==> config.mk <==
export PLATFORM = sky130hd
export DESIGN_NAME = slime_key_arbiter
export DESIGN_NICKNAME = d
export VERILOG_FILES = /design/src/rtl/slime_key_arbiter.sv
export SDC_FILE = /design/constraint.sdc
export NUM_CORES = 1
export LEC_CHECK = 0
export ABC_AREA = 1
export CORE_ASPECT_RATIO = 0.6
export CORE_MARGIN = 2
export CORE_UTILIZATION = 30
export CTS_CLUSTER_DIAMETER = 200
export DETAILED_ROUTE_END_ITERATION = 7
export DONT_BUFFER_PORTS = 1
export PLACE_DENSITY = 0.54
export SYNTH_ARGS = -nofsm -noshare
export SYNTH_HDL_FRONTEND = slang
export SYNTH_SLANG_ARGS = --single-unit
==> constraint.sdc <==
create_clock -name Clk -period 3.4 [get_ports Clk]
set_clock_uncertainty 0.15 [all_clocks]
set_input_delay 0 -clock Clk [delete_from_list [all_inputs] [get_ports Clk]]
set_output_delay 0 -clock Clk [all_outputs]
set_load 0.005 [all_outputs]
==> src/rtl/slime_key_arbiter.sv <==
// slime_key_arbiter: frame-synchronous HID keycode to slime movement command decoder.
// Define KEYARB_PLAYER2_EN to build the player 2 decoder; otherwise key2 is tied to idle.
module slime_key_arbiter #(
  parameter int         JUMP_FRAMES = 4,
  parameter logic [7:0] P1_LEFT     = 8'h50,
  parameter logic [7:0] P1_RIGHT    = 8'h4F,
  parameter logic [7:0] P1_UP       = 8'h52,
  parameter logic [7:0] P2_LEFT     = 8'h04,
  parameter logic [7:0] P2_RIGHT    = 8'h07,
  parameter logic [7:0] P2_UP       = 8'h1A
) (
  input  logic        Clk,
  input  logic        Reset_n,
  input  logic        frame_clk,
  input  logic [7:0]  keycode0,
  input  logic [7:0]  keycode1,
  output logic [15:0] key1,
  output logic [15:0] key2,
  output logic        frame_tick
);
`ifdef KEYARB_PLAYER2_EN
  localparam int NP = 2;
`else
  localparam int NP = 1;
`endif
  localparam logic [15:0] CMD_IDLE  = 16'h0000;
  localparam logic [15:0] CMD_LEFT  = 16'h0050;
  localparam logic [15:0] CMD_RIGHT = 16'h004F;
  localparam logic [15:0] CMD_UP    = 16'h0052;
  typedef enum logic [1:0] {IDLE, JUMP, LOCK} jstate_e;
  logic       fclk_meta_q, fclk_sync_q, fclk_prev_q;
  logic [1:0] vld_q;
  logic       arm_q, tick_q, frame_tick_q;
  // arm_q only sets once the synchronizer has seen frame_clk low after reset,
  // so a frame_clk already high at reset release never produces a tick
  always_ff @(posedge Clk or negedge Reset_n) begin
    if (!Reset_n) begin
      fclk_meta_q  <= 1'b0;
      fclk_sync_q  <= 1'b0;
      fclk_prev_q  <= 1'b0;
      vld_q        <= 2'b00;
      arm_q        <= 1'b0;
      tick_q       <= 1'b0;
      frame_tick_q <= 1'b0;
    end else begin
      fclk_meta_q  <= frame_clk;
      fclk_sync_q  <= fclk_meta_q;
      fclk_prev_q  <= fclk_sync_q;
      vld_q        <= {vld_q[0], 1'b1};
      arm_q        <= arm_q | (vld_q[1] & ~fclk_sync_q);
      tick_q       <= fclk_sync_q & ~fclk_prev_q & arm_q;
      frame_tick_q <= tick_q;
    end
  end
  assign frame_tick = frame_tick_q;
  for (genvar p = 0; p < NP; p++) begin : g_pl
    logic [7:0]  c_l, c_r, c_u;
    logic        l, r, u;
    jstate_e     state_q, state_d;
    logic [3:0]  cnt_q, cnt_d;
    logic [15:0] key_q, key_d;
    assign c_l = (p == 0) ? P1_LEFT  : P2_LEFT;
    assign c_r = (p == 0) ? P1_RIGHT : P2_RIGHT;
    assign c_u = (p == 0) ? P1_UP    : P2_UP;
    assign l   = (keycode0 == c_l) || (keycode1 == c_l);
    assign r   = (keycode0 == c_r) || (keycode1 == c_r);
    assign u   = (keycode0 == c_u) || (keycode1 == c_u);
    always_comb begin
      state_d = state_q;
      cnt_d   = cnt_q;
      case (state_q)
        IDLE: if (u) begin
          state_d = JUMP;
          cnt_d   = 4'(JUMP_FRAMES - 1);
        end
        JUMP: if (cnt_q != 4'd0) cnt_d = cnt_q - 4'd1;
              else state_d = u ? LOCK : IDLE;
        LOCK: if (!u) state_d = IDLE;
        default: state_d = IDLE;
      endcase
      key_d = (state_d == JUMP) ? CMD_UP :
              (l && r)          ? CMD_IDLE :
              l                 ? CMD_LEFT :
              r                 ? CMD_RIGHT : CMD_IDLE;
    end
    always_ff @(posedge Clk or negedge Reset_n) begin
      if (!Reset_n) begin
        state_q <= IDLE;
        cnt_q   <= 4'd0;
        key_q   <= CMD_IDLE;
      end else if (tick_q) begin
        state_q <= state_d;
        cnt_q   <= cnt_d;
        key_q   <= key_d;
      end
    end
  end
  assign key1 = g_pl[0].key_q;
`ifdef KEYARB_PLAYER2_EN
  assign key2 = g_pl[1].key_q;
`else
  assign key2 = CMD_IDLE;
`endif
endmodule

---- Word-level counts from Yosys, hierarchy flattened ----
Index checks and enable logic that the tools add are counted.
operators by class
  multiply operators ...................... 0
  shift-type cells ........................ 0
  reductions and logical operators ........ 8
  bitwise logic cells ..................... 6
  divide/modulo/power cells ............... 0
  multiplexer cells ....................... 12
  $add $sub $neg .......................... 1
  order comparisons ....................... 0
  equality and inequality tests ........... 11
operator list
  kind                                              count
  == test 8 x 7 -> 1 bit, second input constant     6
  two-way mux 7 bit                                 4
  two-way mux 2 bit                                 4
  two-way mux 4 bit                                 2
  case mux 4 bit (2 select lines)                   1
  case mux 2 bit (3 select lines)                   1
  == test 2 x 1 -> 1 bit, second input constant     2
  inequality test 2 bit, second input constant      2
  AND reduction 4 bit                               1
  nonzero test 4 bit                                1
  subtractor 4 x 1 -> 4 bit, second input constant  1
  AND 1 bit                                         3
  logical OR 1 bit                                  3
  == test 2 bit, second input constant              1
  logical NOT 2 bit                                 1
  inverter 1 bit                                    2
  nonzero test 2 bit                                1
  logical AND 1 bit                                 1
  bitwise OR 1 bit                                  1
storage, ports and cells
  ROM bits ................................ 0
  bits in latches ......................... 0
  bits in registers ....................... 30
  word-level logic and storage cells ...... 48
  bits of input ports ..................... 19
  bits in writable memories ............... 0
  output and inout bits ................... 33
  memories kept ........................... 0

---- Longest topological paths before layout ----
  depth in word-level cells ............... 7
  mapped depth ............................ 10

---- Worst setup path before layout ----
No wires, ideal clock.
  path type ............................... flip-flop to flip-flop
  start ................................... register g_pl[0].cnt_q[0]
  end ..................................... register g_pl[0].key_q[4], in the netlist key1[4]
  data arrival time ....................... 1.094 ns
  stages on the path, launching flop included .. 8
  path slack .............................. 2.031 ns
  cells stage by stage .................... dfrtp_1 inv_1 ha_1 nand2_1 o21ai_2 nor2_4 nand2_4 nand3_1
between the ends
  cells in the longest elaborated chain, start to end .. 5
RTL lines
  what                             line  RTL
  start, declared                  60    logic [3:0] cnt_q, cnt_d;
  start signal, assigned           93    cnt_q <= cnt_d;
  nonzero test 4 bit               76    JUMP: if (cnt_q != 4'd0) cnt_d = cnt_q - 4'd1;
  two-way mux 2 bit                76
  case mux 2 bit (3 select lines)  71    case (state_q)
  == test 2 x 1 -> 1 bit           81    key_d = (state_d == JUMP) ? CMD_UP :
  two-way mux 7 bit                81
  end signal, assigned             94    key_q <= key_d;
  end, declared                    61    logic [15:0] key_q, key_d;
Every way passes these cells.
A chain may end at the register's enable or synchronous reset.

---- Final worst setup path ----
  start ................................... input keycode0[4]
  end ..................................... register g_pl[0].state_q[1]
between the ends
  cells in the longest elaborated chain, start to end .. 5
RTL lines
  what                               line  RTL
  start, declared                    15    input logic [7:0] keycode0,
  == test 8 x 7 -> 1 bit *           67    assign u = (keycode0 == c_u) || (keycode1 == c_u);
  logical OR 1 bit *                 67
  two-way mux 2 bit                  77    else state_d = u ? LOCK : IDLE;
  two-way mux 2 bit                  76
  case mux 2 bit (3 select lines) *  71
  end signal, assigned               92    state_q <= state_d;
  end, declared                      59    jstate_e state_q, state_d;
Mark *: on every way between the ends. The rest lies on a longest branch, timed or not.

==> results.ini <==
[routing]
drt_iter0_markers=36
num_vias=786
drc_errors=0
wirelength_um=1924
drt-pass1-iter-count=4
wl_per_cell_um=9.162
vias_per_cell=3.743
ant_nets=0

[placement]
dp_hpwl_um=1540
io_buffers=0
post_dp_cell_area_um2=1111
place.gp.congestion=0.7163

[global_route]
grt_pass1_wl_um=3194
grt_max_degree=19
grt.overflow.total=0
track_usage_pct=9.647
grt_antenna_before_repair=0
grt_pass1_vias=696

[power]
cellLeakagePower_nw=0.7100
peakVddDrop_uv=198.9
powerDensity_nw_per_um2=493.2

[final_layout]
fin_nets=187
n_antenna_cell=0
synthToLayoutAreaGrowth_pct=5.782
layout-drive-gt1-share_pct=6.135
fin_area_um2=1236

[logic_synthesis]
yosysMostFrequentCell=nand2_1
async_flop_share_pct=100.0
yosysSeqAreaShare_pct=38.54
synth.area.top_cells=dfrtp_1 39%, buf_4 18%, nand2_1 14%
synthSimpleGateAreaFrac_pct=28.16
synth_top_family_by_area=simple AND/OR/NAND/NOR gates
synth-compound-area-share_pct=1.606
synth_fa_ha_area_share_pct=4.283
synth_area_leader_cell=dfrtp_1
synthXorXnorAreaFrac_pct=0.7495
synth_common_cells=44 x nand2_1, 28 x buf_4, 24 x inv_1, 18 x dfrtp_1, 10 x nor2_1
yosysWarningCount=0
synthCells=155
ys_types=21
synth.avg_cell_area_um2=7.539
synth_ff_type=dfrtp_1
synth_edf_count=0
synth_top_area_share_pct=38.54
synthMuxAreaShare_pct=0
syn_area_um2=1169
yosys_register_bits=18

[setup_path]
crit_path_frequent_cell=dlygate4sd3_1
path_buf_inv=5
cp_slowest_stage_delay_ns=0.56
crit_path_start=keycode0[4]
crit_fanout=2
crit_family=buffers and inverters
critPathLaunchType=primary input
end_kind=register
critPathKind=primary input to register
r2r-start=g_pl[0].cnt_q[0]$_DFFE_PN0P_
arrival_ns=3.17
crit_chain=dlygate4sd3_1 -> nand2_1 -> dlygate4sd3_1 -> nor2_1 -> dlygate4sd3_1 -> nand2_1 -> dlygate4sd3_1 -> nand2_1 -> dlygate4sd3_1 -> nand4_1 -> nand2_1
cpMaxStageDelayCell=dlygate4sd3_1
critPathRequiredTime_ns=3.45

[clocking]
cts_tree=built
cts_root_buf=clkbuf_8
cts_sinks=18
cts.repair.resized=0
ctsHtreeMaxLevel=1
cts_max_path_buffers=2
path_clk_slew_ns=0.07
numCtsBuffers=3
cts_setup_buffers=0
worstSkewPairLatency_ns=0.26

[floorplan]
core_area_um2=3701
die_w_um=84.58
fp.dieH_um=52.35
ioPinCount=52
num_rows=17
start_util_pct=31.58
dieArea_um2=4427

[timing]
rsz0062_at_grt=false
worst_hold_slack_ns=0.07210
worstMarginPinSlew_ns=0.8017
max-slew-margin-rel_pct=46.38
slew_violations=0
setup_viol=0
clock.fmax_mhz=320.3
fin_crit_sh_pct=91.82
period_minus_slack_ns=3.122
hold_viol=0
final.setup.tns_ns=0

[run_status]
outcome=finished, final reports clean

[min_path]
hold_start=keycode1[5]
hold_path.class=primary input to register

[flow_run]
cap_viol_max_count=0

## area by class of cell
| type | count | area (µm²) |
|---|---|---|
| Clock buffer | 4 | 55.05 |
| Fill cell | 386 | 2465 |
| Inverter | 25 | 93.84 |
| Multi-Input combinational cell | 109 | 508.0 |
| Sequential cell | 18 | 450.4 |
| Tap cell | 47 | 58.81 |
| Timing Repair Buffer | 7 | 70.07 |
## stage by stage
step	total power, mW	utilization (%)	setup slack [ns]	std cells
final	0.6097	33.40	0.2781	210
after global routing	0.6576	33.40	0.1263	210
after CTS	0.6156	33.40	0.3178	210
after detailed placement	0.4275	30.02	1.910	199
after global placement	0.4321	30.02	1.956	199
after floorplan	0.4189	-	2.031	180
## repair_timing
action	CTS	global route
endpoints found under the setup margin	0	0
hold endpoints to repair	20	0
hold buffers	7	0
## cells in the final DEF, fill, tap and decap left out, types with 2 or more instances in the layout
master         netlist  final
nand2_1             44     44
conb_1               2     27
inv_1               24     24
dfrtp_1             18     18
nor2_1              10     10
nand3_1              7      7
dlygate4sd3_1        0      7
nor3_1               5      5
ha_1                 4      4
clkbuf_8             0      4
nand4_1              2      2
## final timing paths
check | to | slack (ns) | cells after the start
max | g_pl[0].state_q[1]$_DFFE_PN0P_ | 0.28 | 11
min | key1[4]$_DFFE_PN0P_ | 0.07 | 7
max reg2reg | key1[4]$_DFFE_PN0P_ | 1.89 | 7
min reg2reg | fclk_sync_q$_DFF_PN0_ | 0.20 | 0
max in group asynchronous | g_pl[0].cnt_q[2]$_DFFE_PN0P_ | 2.47 | 1
min in group asynchronous | key1[1]$_DFFE_PN0P_ | 0.12 | 1
## per-layer routing
layer | global-route usage (%) | vias to the layer above | share of wire (%)
met3 | 5.354 | 2 | 7.9
li1 | - | 422 | -
met5 | 0 | - | 0
met2 | 12.73 | 19 | 36
met1 | 13.37 | 343 | 55
met4 | 2.381 | 0 | 0.88
## kinds of logic after synthesis
family / Yosys count
compound gates: 3
xor+xnor: 1
fa+ha+maj: 4
buf+inv: 53
flops: 18
other cells: 2
simple gates: 74
## registers in the layout (all words and copies together), names as in the netlist
register,count
g_pl.cnt_q,4
key1,4
g_pl.state_q,2
vld_q,2
arm_q,1
fclk_meta_q,1
fclk_prev_q,1
fclk_sync_q,1
frame_tick,1
tick_q,1
## where the power goes
| part | leakage [nW] | switching [mW] | internal, mW | total [mW] |
|---|---|---|---|---|
| clock network | 0.0288 | 0.0712 | 0.103 | 0.174 |
| logic | 0.456 | 0.0980 | 0.0572 | 0.155 |
| registers | 0.225 | 0.0307 | 0.250 | 0.280 |
## worst register-to-register path: stages, from the launching register on
cell and delay (ns):
dfrtp_1 0.38, inv_1 0.13, ha_1 0.19, nand2_1 0.07
o21ai_2 0.22, nor2_4 0.08, nand2_4 0.10, nand3_1 0.07
No activity file was read; power rests on OpenSTA's default activity.
